**src/rtl/fetch_pc_unit.sv**
```systemverilog
// Instruction-fetch stage: owns the PC, issues variable-latency instruction reads,
// loads IF/ID, redirects on ID-stage mispredicts and keeps fetch/mispredict counters.
module fetch_pc_unit #(
  parameter int                   WORD_SIZE = 16,
  parameter logic [WORD_SIZE-1:0] RESET_PC  = '0
) (
  input  logic                 clk,
  input  logic                 reset_n,
  output logic [WORD_SIZE-1:0] PC,
  input  logic [WORD_SIZE-1:0] predicted_nextPC,
  output logic                 i_readM,
  output logic [WORD_SIZE-1:0] i_address,
  input  logic [WORD_SIZE-1:0] i_data,
  input  logic                 i_ready,
  input  logic                 stall,
  input  logic                 resolve_valid,
  input  logic [WORD_SIZE-1:0] resolved_PC,
  output logic [WORD_SIZE-1:0] IF_ID_PC,
  output logic [WORD_SIZE-1:0] IF_ID_inst,
  output logic [WORD_SIZE-1:0] IF_ID_pred_PC,
  output logic                 IF_ID_valid,
  output logic                 mispredict,
  output logic [15:0]          fetch_count,
  output logic [15:0]          mispredict_count
);

  typedef enum logic [1:0] {FETCH, HOLD, REDIRECT} state_t;

  state_t               state;
  logic [WORD_SIZE-1:0] buf_pc;
  logic [WORD_SIZE-1:0] buf_inst;
  logic [WORD_SIZE-1:0] buf_pred;

  // A stalled ID stage cannot act on its resolution, so stall masks the redirect.
  assign mispredict = resolve_valid & IF_ID_valid & ~stall & (resolved_PC != IF_ID_pred_PC);
  assign i_readM    = (state == FETCH);
  assign i_address  = PC;

  always_ff @(posedge clk or negedge reset_n) begin
    if (!reset_n) begin
      state            <= FETCH;
      PC               <= RESET_PC;
      IF_ID_PC         <= '0;
      IF_ID_inst       <= '0;
      IF_ID_pred_PC    <= '0;
      IF_ID_valid      <= 1'b0;
      buf_pc           <= '0;
      buf_inst         <= '0;
      buf_pred         <= '0;
      fetch_count      <= '0;
      mispredict_count <= '0;
    end else if (mispredict) begin
      PC          <= resolved_PC;
      IF_ID_valid <= 1'b0;
      state       <= REDIRECT;
      if (mispredict_count != 16'hFFFF)
        mispredict_count <= mispredict_count + 16'd1;
    end else begin
      case (state)
        FETCH: begin
          if (i_ready && !stall) begin
            IF_ID_PC      <= PC;
            IF_ID_inst    <= i_data;
            IF_ID_pred_PC <= predicted_nextPC;
            IF_ID_valid   <= 1'b1;
            PC            <= predicted_nextPC;
            if (fetch_count != 16'hFFFF)
              fetch_count <= fetch_count + 16'd1;
          end else if (i_ready) begin
            buf_pc   <= PC;
            buf_inst <= i_data;
            buf_pred <= predicted_nextPC;
            state    <= HOLD;
          end else if (!stall) begin
            IF_ID_valid <= 1'b0;
          end
        end
        HOLD: begin
          if (!stall) begin
            IF_ID_PC      <= buf_pc;
            IF_ID_inst    <= buf_inst;
            IF_ID_pred_PC <= buf_pred;
            IF_ID_valid   <= 1'b1;
            PC            <= buf_pred;
            state         <= FETCH;
            if (fetch_count != 16'hFFFF)
              fetch_count <= fetch_count + 16'd1;
          end
        end
        // One request-free cycle lets memory drop the read aimed at the old PC.
        REDIRECT: state <= FETCH;
        default:  state <= FETCH;
      endcase
    end
  end

endmodule

```
**config.mk**
```make
export PLATFORM = sky130hd
export DESIGN_NAME = fetch_pc_unit
export DESIGN_NICKNAME = d
export VERILOG_FILES = /design/src/rtl/fetch_pc_unit.sv
export SDC_FILE = /design/constraint.sdc
export NUM_CORES = 1
export LEC_CHECK = 0
export CAP_MARGIN = 10
export CORE_ASPECT_RATIO = 1.5
export CORE_MARGIN = 8
export CORE_UTILIZATION = 30
export CTS_CLUSTER_SIZE = 25
export DETAILED_ROUTE_END_ITERATION = 8
export HOLD_SLACK_MARGIN = 0.12
export PLACE_DENSITY = 0.55
export SLEW_MARGIN = 30
export SYNTH_ARGS = -nofsm -noshare
export SYNTH_HDL_FRONTEND = slang
export SYNTH_SLANG_ARGS = --single-unit
```
**constraint.sdc**
```tcl
create_clock -name clk -period 2.1 [get_ports clk]
set_clock_uncertainty 0.2 [all_clocks]
set_input_delay 0.315 -clock clk [delete_from_list [all_inputs] [get_ports clk]]
set_output_delay 0.315 -clock clk [all_outputs]
set_load 0.01 [all_outputs]
```
==> out/qor.csv, run 1 <==
stage,metric,value,unit
clocking,clk sinks,147,
clocking,CTS HTree Levels,4,
floorplan,DIE WIDTH,137.4,microns
setup_path,Setup CP Type,in -> out,
yosys,mean post-synth cell area,11.32,sq um
setup_path,Max stage delay on crit path,540,ps
sta,count of final setup violators,71,
clocking,Worst-path clk slew,60,ps
global_route,largest net degree at the start of global routing,55,
detailed_routing,DRC violations left,0,
clocking,Root Buffer,clkbuf_16,
yosys,synth top area cells,"dfrtp_1 55%, mux2_2 8.7%, mux2i_1 7.2%",
yosys,Yosys top cell area share,55.46,%
sta,TNS Setup,-9802,ps
sta,Final Hold Fails,0,
final_layout,diode count,0,
detailed_routing,Vias/cell,4.696,
sta,Tcrit/Tclk final,112.6,%
yosys,Yosys top cell by area,dfrtp_1,
detailed_routing,vias post-DR,5114,
sta,final setup margin,-264.8,ps
yosys,post-synthesis register bit count,147,
clocking,Worst-Skew Late Latency,420,ps
yosys,Synth Net Count,641,
yosys,synth warn,0,
global_route,Tot GR Track Use,14.84,%
detailed_routing,Routed Wire Length,19960,microns
min_path,worst hold path class,in -> async,
global_route,met3 Usage GRT,3.754,%
yosys,asr flop ratio synth,100.0,%
power,Pwr Density,1079,nW/um^2
detailed_routing,drt pass-1 iters,4,
sta,Tmin final,2365,ps
sta,RSZ-0062 raised after global routing,true,
status,status,"complete, but fails checks",
setup_path,Worst Path Buf+Inv,3,
setup_path,slowest CP cell,clkdlybuf4s50_1,
global_route,grt ovf,0,
clocking,CTS tree,done,
setup_path,startpoint types,primary input,
final_layout,design area,10130,sq um
sta,Worst Tran Pin Value,511.9,ps
floorplan,die area,27220,sq um
global_route,M2 GR Usage,26.65,%
power,Static Leak,4.335,nW
setup_path,flop2flop setup slack,-220,ps
placement,# port buffers,167,
global_route,first-pass GRT wire length,31060,microns
yosys,Post-synth EDFFs,0,
global_route,met1 GRT Util,16.25,%
yosys,top-count cell post-synth,dfrtp_1,
yosys,leading register cell type out of synthesis,dfrtp_1,
clocking,maximum clock path buffer count,2,
global_route,initial antenna violation count,0,
setup_path,worst path arrival time,1850,ps
setup_path,CP top delay family,buffers and inverters,
global_route,number of global-route vias before repair,5616,
sta,Max Clock Freq,0.4229,GHz
setup_path,Worst EP required,1580,ps
floorplan,CORE AREA,21720,sq um
floorplan,Starting Density,30.54,%
yosys,Cells after Synth,586,
setup_path,Reg2Reg Depth,8,
placement,RePlAce Congestion,0.8045,
final_layout,# nets final,859,
detailed_routing,average routed wire per standard cell,18.33,microns
status,failing checks,setup timing,
power,maximum vdd drop,0.5280,mV
setup_path,CP Max Fanout,7,
setup_path,FF-to-FF End,fetch_count[14]$_DFFE_PN0P_,
final_layout,layout cells sized above 1,25.34,%
floorplan,Placement Rows,66,
clocking,total CTS buffers,17,
yosys,"top cells by count, synth","147 x dfrtp_1, 70 x nand2_1, 65 x o21ai_0, 51 x mux2_2, 48 x mux2i_1",
floorplan,I/O Pins,168,
sta,final slew viol count,0,
placement,DP HPWL,14470,microns
final_layout,area delta synth->final,52.76,%
global_route,GRT busiest layer,met2,
floorplan,die span in y,198.1,microns
sta,Worst slew margin,65.61,%
yosys,post-synthesis sequential area ratio,55.46,%
flow_run,max-cap viol count,0,
yosys,cell area after synthesis,6633,sq um
yosys,Unique masters post-synth,36,
setup_path,Worst R2R Start,IF_ID_pred_PC[7]$_DFFE_PN0P_,
setup_path,CP Cell Sequence,"clkdlybuf4s50_1, xnor2_2, nand4_1, nor4_4, buf_4, nor2_4, buf_6",
detailed_routing,Initial DRC Count,175,
placement,placed cell areas,9019,sq um
detailed_routing,Routed Antenna Nets,0,
setup_path,Worst Setup End Kind,primary output,
[area by class of cell]
type                    count  area, sq um
clock buffers              19        442.9
clock inverters            13        156.4
fillers                  2026        11590
inverters                   5        18.77
multi-input cells         386         3037
flip-flops and latches    147         3679
well taps                 272        340.3
repair buffers            247         2459
[worst register-to-register path, delay by kind of cell, from the launching register on]
family	cells	cell delay (ps)
flops	1	400
compound gates	1	100
xor+xnor	1	150
mux	1	340
simple gates	3	730
buf+inv	2	290
[report_power, final]
group / internal [W] / switching [W]
logic: 0.00208 / 0.00152
registers: 0.00363 / 0.000594
clock network: 0.00190 / 0.00122
total: 0.00761 / 0.00333
[metrics by stage]
| stage | worst slack, ps | instances | power, W | hold WS, ps | utilization (%) |
|---|---|---|---|---|---|
| after floorplan | -178.3 | 586 | 0.005705 | -180.6 | - |
| after global placement | -722.4 | 1046 | 0.007703 | 54.25 | 41.53 |
| after detailed placement | -749.4 | 1046 | 0.007792 | 57.30 | 41.53 |
| after CTS | -313.2 | 1085 | 0.01105 | 176.5 | 45.68 |
| after global routing | -370.2 | 1089 | 0.01158 | 196.7 | 46.65 |
| final | -264.8 | 1089 | 0.01094 | 181.3 | 46.65 |
[sequential cells by signal (all words and copies together) (netlist names)]
name              cells
PC                   16
fetch_count          16
IF_ID_inst           16
state                 2
buf_pred             16
IF_ID_pred_PC        16
buf_inst             16
IF_ID_PC             16
buf_pc               16
mispredict_count     16
IF_ID_valid           1
[cells by family (layout without fill, tap and decap cells)]
group / count (synthesis) / count (layout) / synth area share, %
muxes: 100 / 100 / 16.07
buffers and inverters: 53 / 284 / 4.131
and+or+nand+nor: 155 / 155 / 11.60
DFF: 147 / 147 / 55.46
xor gates and xnor gates: 44 / 44 / 5.810
AOI/OAI and AO/OA: 85 / 85 / 6.546
adders and majority gates: 2 / 2 / 0.3772
[worst max-delay path by stage]
stage / startpoint / end / slack [ps] / depth (start not counted)
2_1_floorplan: IF_ID_pred_PC[8]$_DFFE_PN0P_ / fetch_count[14]$_DFFE_PN0P_ / -180 / 7
3_3_place_gp: resolved_PC[2] / mispredict / -720 / 7
3_5_place_dp: resolved_PC[2] / mispredict / -750 / 7
4_1_cts: IF_ID_pred_PC[13]$_DFFE_PN0P_ / mispredict / -310 / 6
5_1_grt: IF_ID_pred_PC[1]$_DFFE_PN0P_ / mispredict / -370 / 6
6_report: resolved_PC[13] / mispredict / -260 / 7
[placed cells by master, fill, tap and decap left out, types with 3 or more instances in the layout]
cell             count
clkdlybuf4s50_1    161
dfrtp_1            147
nand2_1             68
buf_4               63
o21ai_0             50
mux2_2              49
mux2i_1             48
nor2_1              23
xnor2_1             21
clkbuf_16           18
a21oi_1             17
o21ai_1             14
nand4_1             13
xor2_1              13
xnor2_2              9
nand3_1              9
buf_12               9
nor4_4               8
inv_1                5
clkinv_2             5
buf_6                5
nand3_4              3
nor4b_4              3
nor3_2               3
bufinv_16            3
dlymetal6s2s_1       3
[repair_timing]
item                                   CTS  global route
endpoints found under the hold margin  147             0
cloned                                   1             1
hold buffers                             1             0
setup endpoints to repair               95            98
pin swaps                               16            23
resized for setup                       43            47
buffers inserted                         6             4
[routing by layer]
metal  part of all wire, %  up-vias
met4                   2.2        0
met2                    55      100
li1                      -     2455
met1                    39     2533
met5                     0        -
met3                   4.4       26
(Power assumes the default switching activity.)
==> run 2: changes to the inputs <==
--- a/config.mk
+++ b/config.mk
@@ -7,7 +7,7 @@
 export LEC_CHECK = 0
 export CAP_MARGIN = 10
 export CORE_ASPECT_RATIO = 1.5
-export CORE_MARGIN = 8
+export CORE_MARGIN = 2
 export CORE_UTILIZATION = 30
 export CTS_CLUSTER_SIZE = 25
 export DETAILED_ROUTE_END_ITERATION = 8
==> run 2 against run 1 <==
Worst setup slack worse by 54 ps. First-iteration DRC count down 23%. Fmax down 2.2%. The flow still finishes with violations (setup timing). Critical endpoint unchanged. Via count up 6.7%. Combinational power up 18%. Core utilization up 4.7 points. Critical path type unchanged. Largest power group unchanged.
==> out/qor.csv, run 2 (synthesis results as in run 1) <==
stage,metric,value,unit
detailed_routing,vias post-DR,5457,
detailed_routing,Vias/cell,4.899,
final_layout,"commonest non-fill, non-tap cell in the layout",clkdlybuf4s50_1,
global_route,largest net degree at the start of global routing,56,
status,failing checks,setup timing,
setup_path,Worst Setup End Kind,primary output,
global_route,initial antenna violation count,1,
final_layout,fin cells,1114,
sta,Tcrit/Tclk final,115.2,%
setup_path,Setup CP Type,in -> out,
final_layout,most frequent cells in the layout,"158 x clkdlybuf4s50_1, 147 x dfrtp_1, 48 x mux2i_1, 48 x mux2_2, 45 x buf_4",
clocking,maximum clock path buffer count,2,
floorplan,I/O Pins,168,
floorplan,Placement Rows,66,
power,Static Leak,4.767,nW
sta,Tmin final,2419,ps
floorplan,die area,23340,sq um
placement,placed cell areas,8949,sq um
global_route,number of global-route vias before repair,5675,
placement,# port buffers,167,
clocking,CTS tree,done,
global_route,first-pass GRT wire length,31530,microns
floorplan,DIE WIDTH,125.4,microns
detailed_routing,Routed Wire Length,21470,microns
sta,count of final setup violators,93,
flow_run,max-cap viol count,0,
setup_path,startpoint types,primary input,
placement,RePlAce Congestion,0.8116,
setup_path,slowest CP cell,clkdlybuf4s50_1,
power,switching share of total power,32.75,%
floorplan,Starting Density,30.54,%
setup_path,CP Max Fanout,4,
setup_path,worst path arrival time,1900,ps
placement,DP HPWL,13090,microns
clocking,Worst-Skew Late Latency,420,ps
placement,placed cells,1035,
floorplan,die span in y,186.1,microns
sta,final slew viol count,0,
detailed_routing,DRC violations left,0,
power,Clock Power Share,24.1,%
clocking,CTS HTree Levels,4,
clocking,Worst-path clk slew,70,ps
placement,Place WS,-790.1,ps
sta,Worst slew margin,52.18,%
detailed_routing,average routed wire per standard cell,19.27,microns
power,Pwr Density,1012,nW/um^2
status,status,"complete, but fails checks",
clocking,Root Buffer,clkbuf_16,
detailed_routing,Initial DRC Count,135,
clocking,clk sinks,147,
final_layout,Finished Core Util,51.38,%
setup_path,CP Cell Sequence,"clkdlybuf4s50_1, xnor2_1, nand4_1, nor4_4, buf_4, nor2_4, buf_6",
setup_path,Max stage delay on crit path,550,ps
setup_path,Worst Path Buf+Inv,3,
floorplan,CORE AREA,21720,sq um
setup_path,CP top delay family,buffers and inverters,
power,NetSw,0.003700,W
sta,Worst Tran Pin Value,711.4,ps
sta,TNS Setup,-13160,ps
global_route,Tot GR Track Use,17.47,%
sta,final setup margin,-319.2,ps
final_layout,design area,11160,sq um
sta,Max Clock Freq,0.4134,GHz
setup_path,Worst EP required,1580,ps
min_path,worst hold path class,in -> async,
power,maximum vdd drop,0.6026,mV
detailed_routing,drt pass-1 iters,4,
final_layout,layout cells sized above 1,38.76,%
clocking,total CTS buffers,17,
final_layout,area delta synth->final,68.23,%
sta,Final Hold Fails,0,
sta,RSZ-0062 raised after global routing,true,
global_route,grt ovf,0,
final_layout,# nets final,883,
detailed_routing,Routed Antenna Nets,0,
power,sequential share of power,38.4,%
power,Gate power share,37.5,%
power,internal power,0.007597,W
setup_path,flop2flop setup slack,-260,ps
run 2: cell types whose count changed in the layout (fill, tap and decap cells not counted), sizes merged:
cell           change
diode              +1
buf               +12
o21bai             +1
clkdlybuf4s50      -3
dlygate4sd3        +6
clkbuf             +5
inv                -2
dlymetal6s2s       +3
bufinv             -3
clkinvlp           +5
run 2: repair_timing:
action	in CTS	in global routing
setup endpoints to repair	92	98
hold buffers	1	6
pin swaps	58	75
hold endpoints to repair	147	6
gates cloned	13	7
setup buffers	16	12
gates resized for setup	155	175
run 2: layout make-up:
type / instances / area (sq um)
antenna: 1 / 2.502
multi-input combinational: 387 / 3547
clock inverter: 13 / 90.09
sequential: 147 / 3679
clock buffer: 19 / 432.9
fill: 1891 / 10560
inverter: 5 / 18.77
timing repair buffer: 270 / 3048
tap: 272 / 340.3
run 2: path summary, 6_finish.rpt:
| check | from | endpoint | cells after the start |
|---|---|---|---|
| max | resolved_PC[11] | mispredict | 7 |
| max in group asynchronous | reset_n | buf_inst[13]$_DFFE_PN0P_ | 3 |
| min reg2reg | IF_ID_inst[6]$_DFFE_PN0P_ | IF_ID_inst[6]$_DFFE_PN0P_ | 2 |
| max reg2reg | IF_ID_pred_PC[11]$_DFFE_PN0P_ | fetch_count[14]$_DFFE_PN0P_ | 7 |
| min in group clk | resolved_PC[9] | PC[9]$_DFFE_PN0P_ | 3 |
| min | reset_n | IF_ID_inst[3]$_DFFE_PN0P_ | 2 |
run 2: metrics by stage:
step | hold slack [ps] | total power [W]
2_1_floorplan | -180.6 | 0.005705
3_3_place_gp | 14.65 | 0.007588
3_5_place_dp | 20.03 | 0.007695
4_1_cts | 128.4 | 0.01097
5_1_grt | 168.9 | 0.01187
6_report | 137.6 | 0.01130
run 2: routing by layer:
layer  wire length (microns)  vias to the layer above  global-route usage (%)
met1                    8455                     2750                   20.36
li1                        -                     2512                       -
met2                   11450                      148                   31.87
met3                     809                       47                   3.593
met4                     760                        0                   6.178
met5                       0                        -                       0
run 2: power groups by stage:
stage          Sequential [W]  Combinational, W  Clock, W
2_1_floorplan         0.00439           0.00131         0
3_3_place_gp          0.00423           0.00336         0
3_5_place_dp          0.00429           0.00341         0
4_1_cts               0.00429           0.00390   0.00279
5_1_grt               0.00445           0.00452   0.00289
6_report              0.00433           0.00424   0.00273
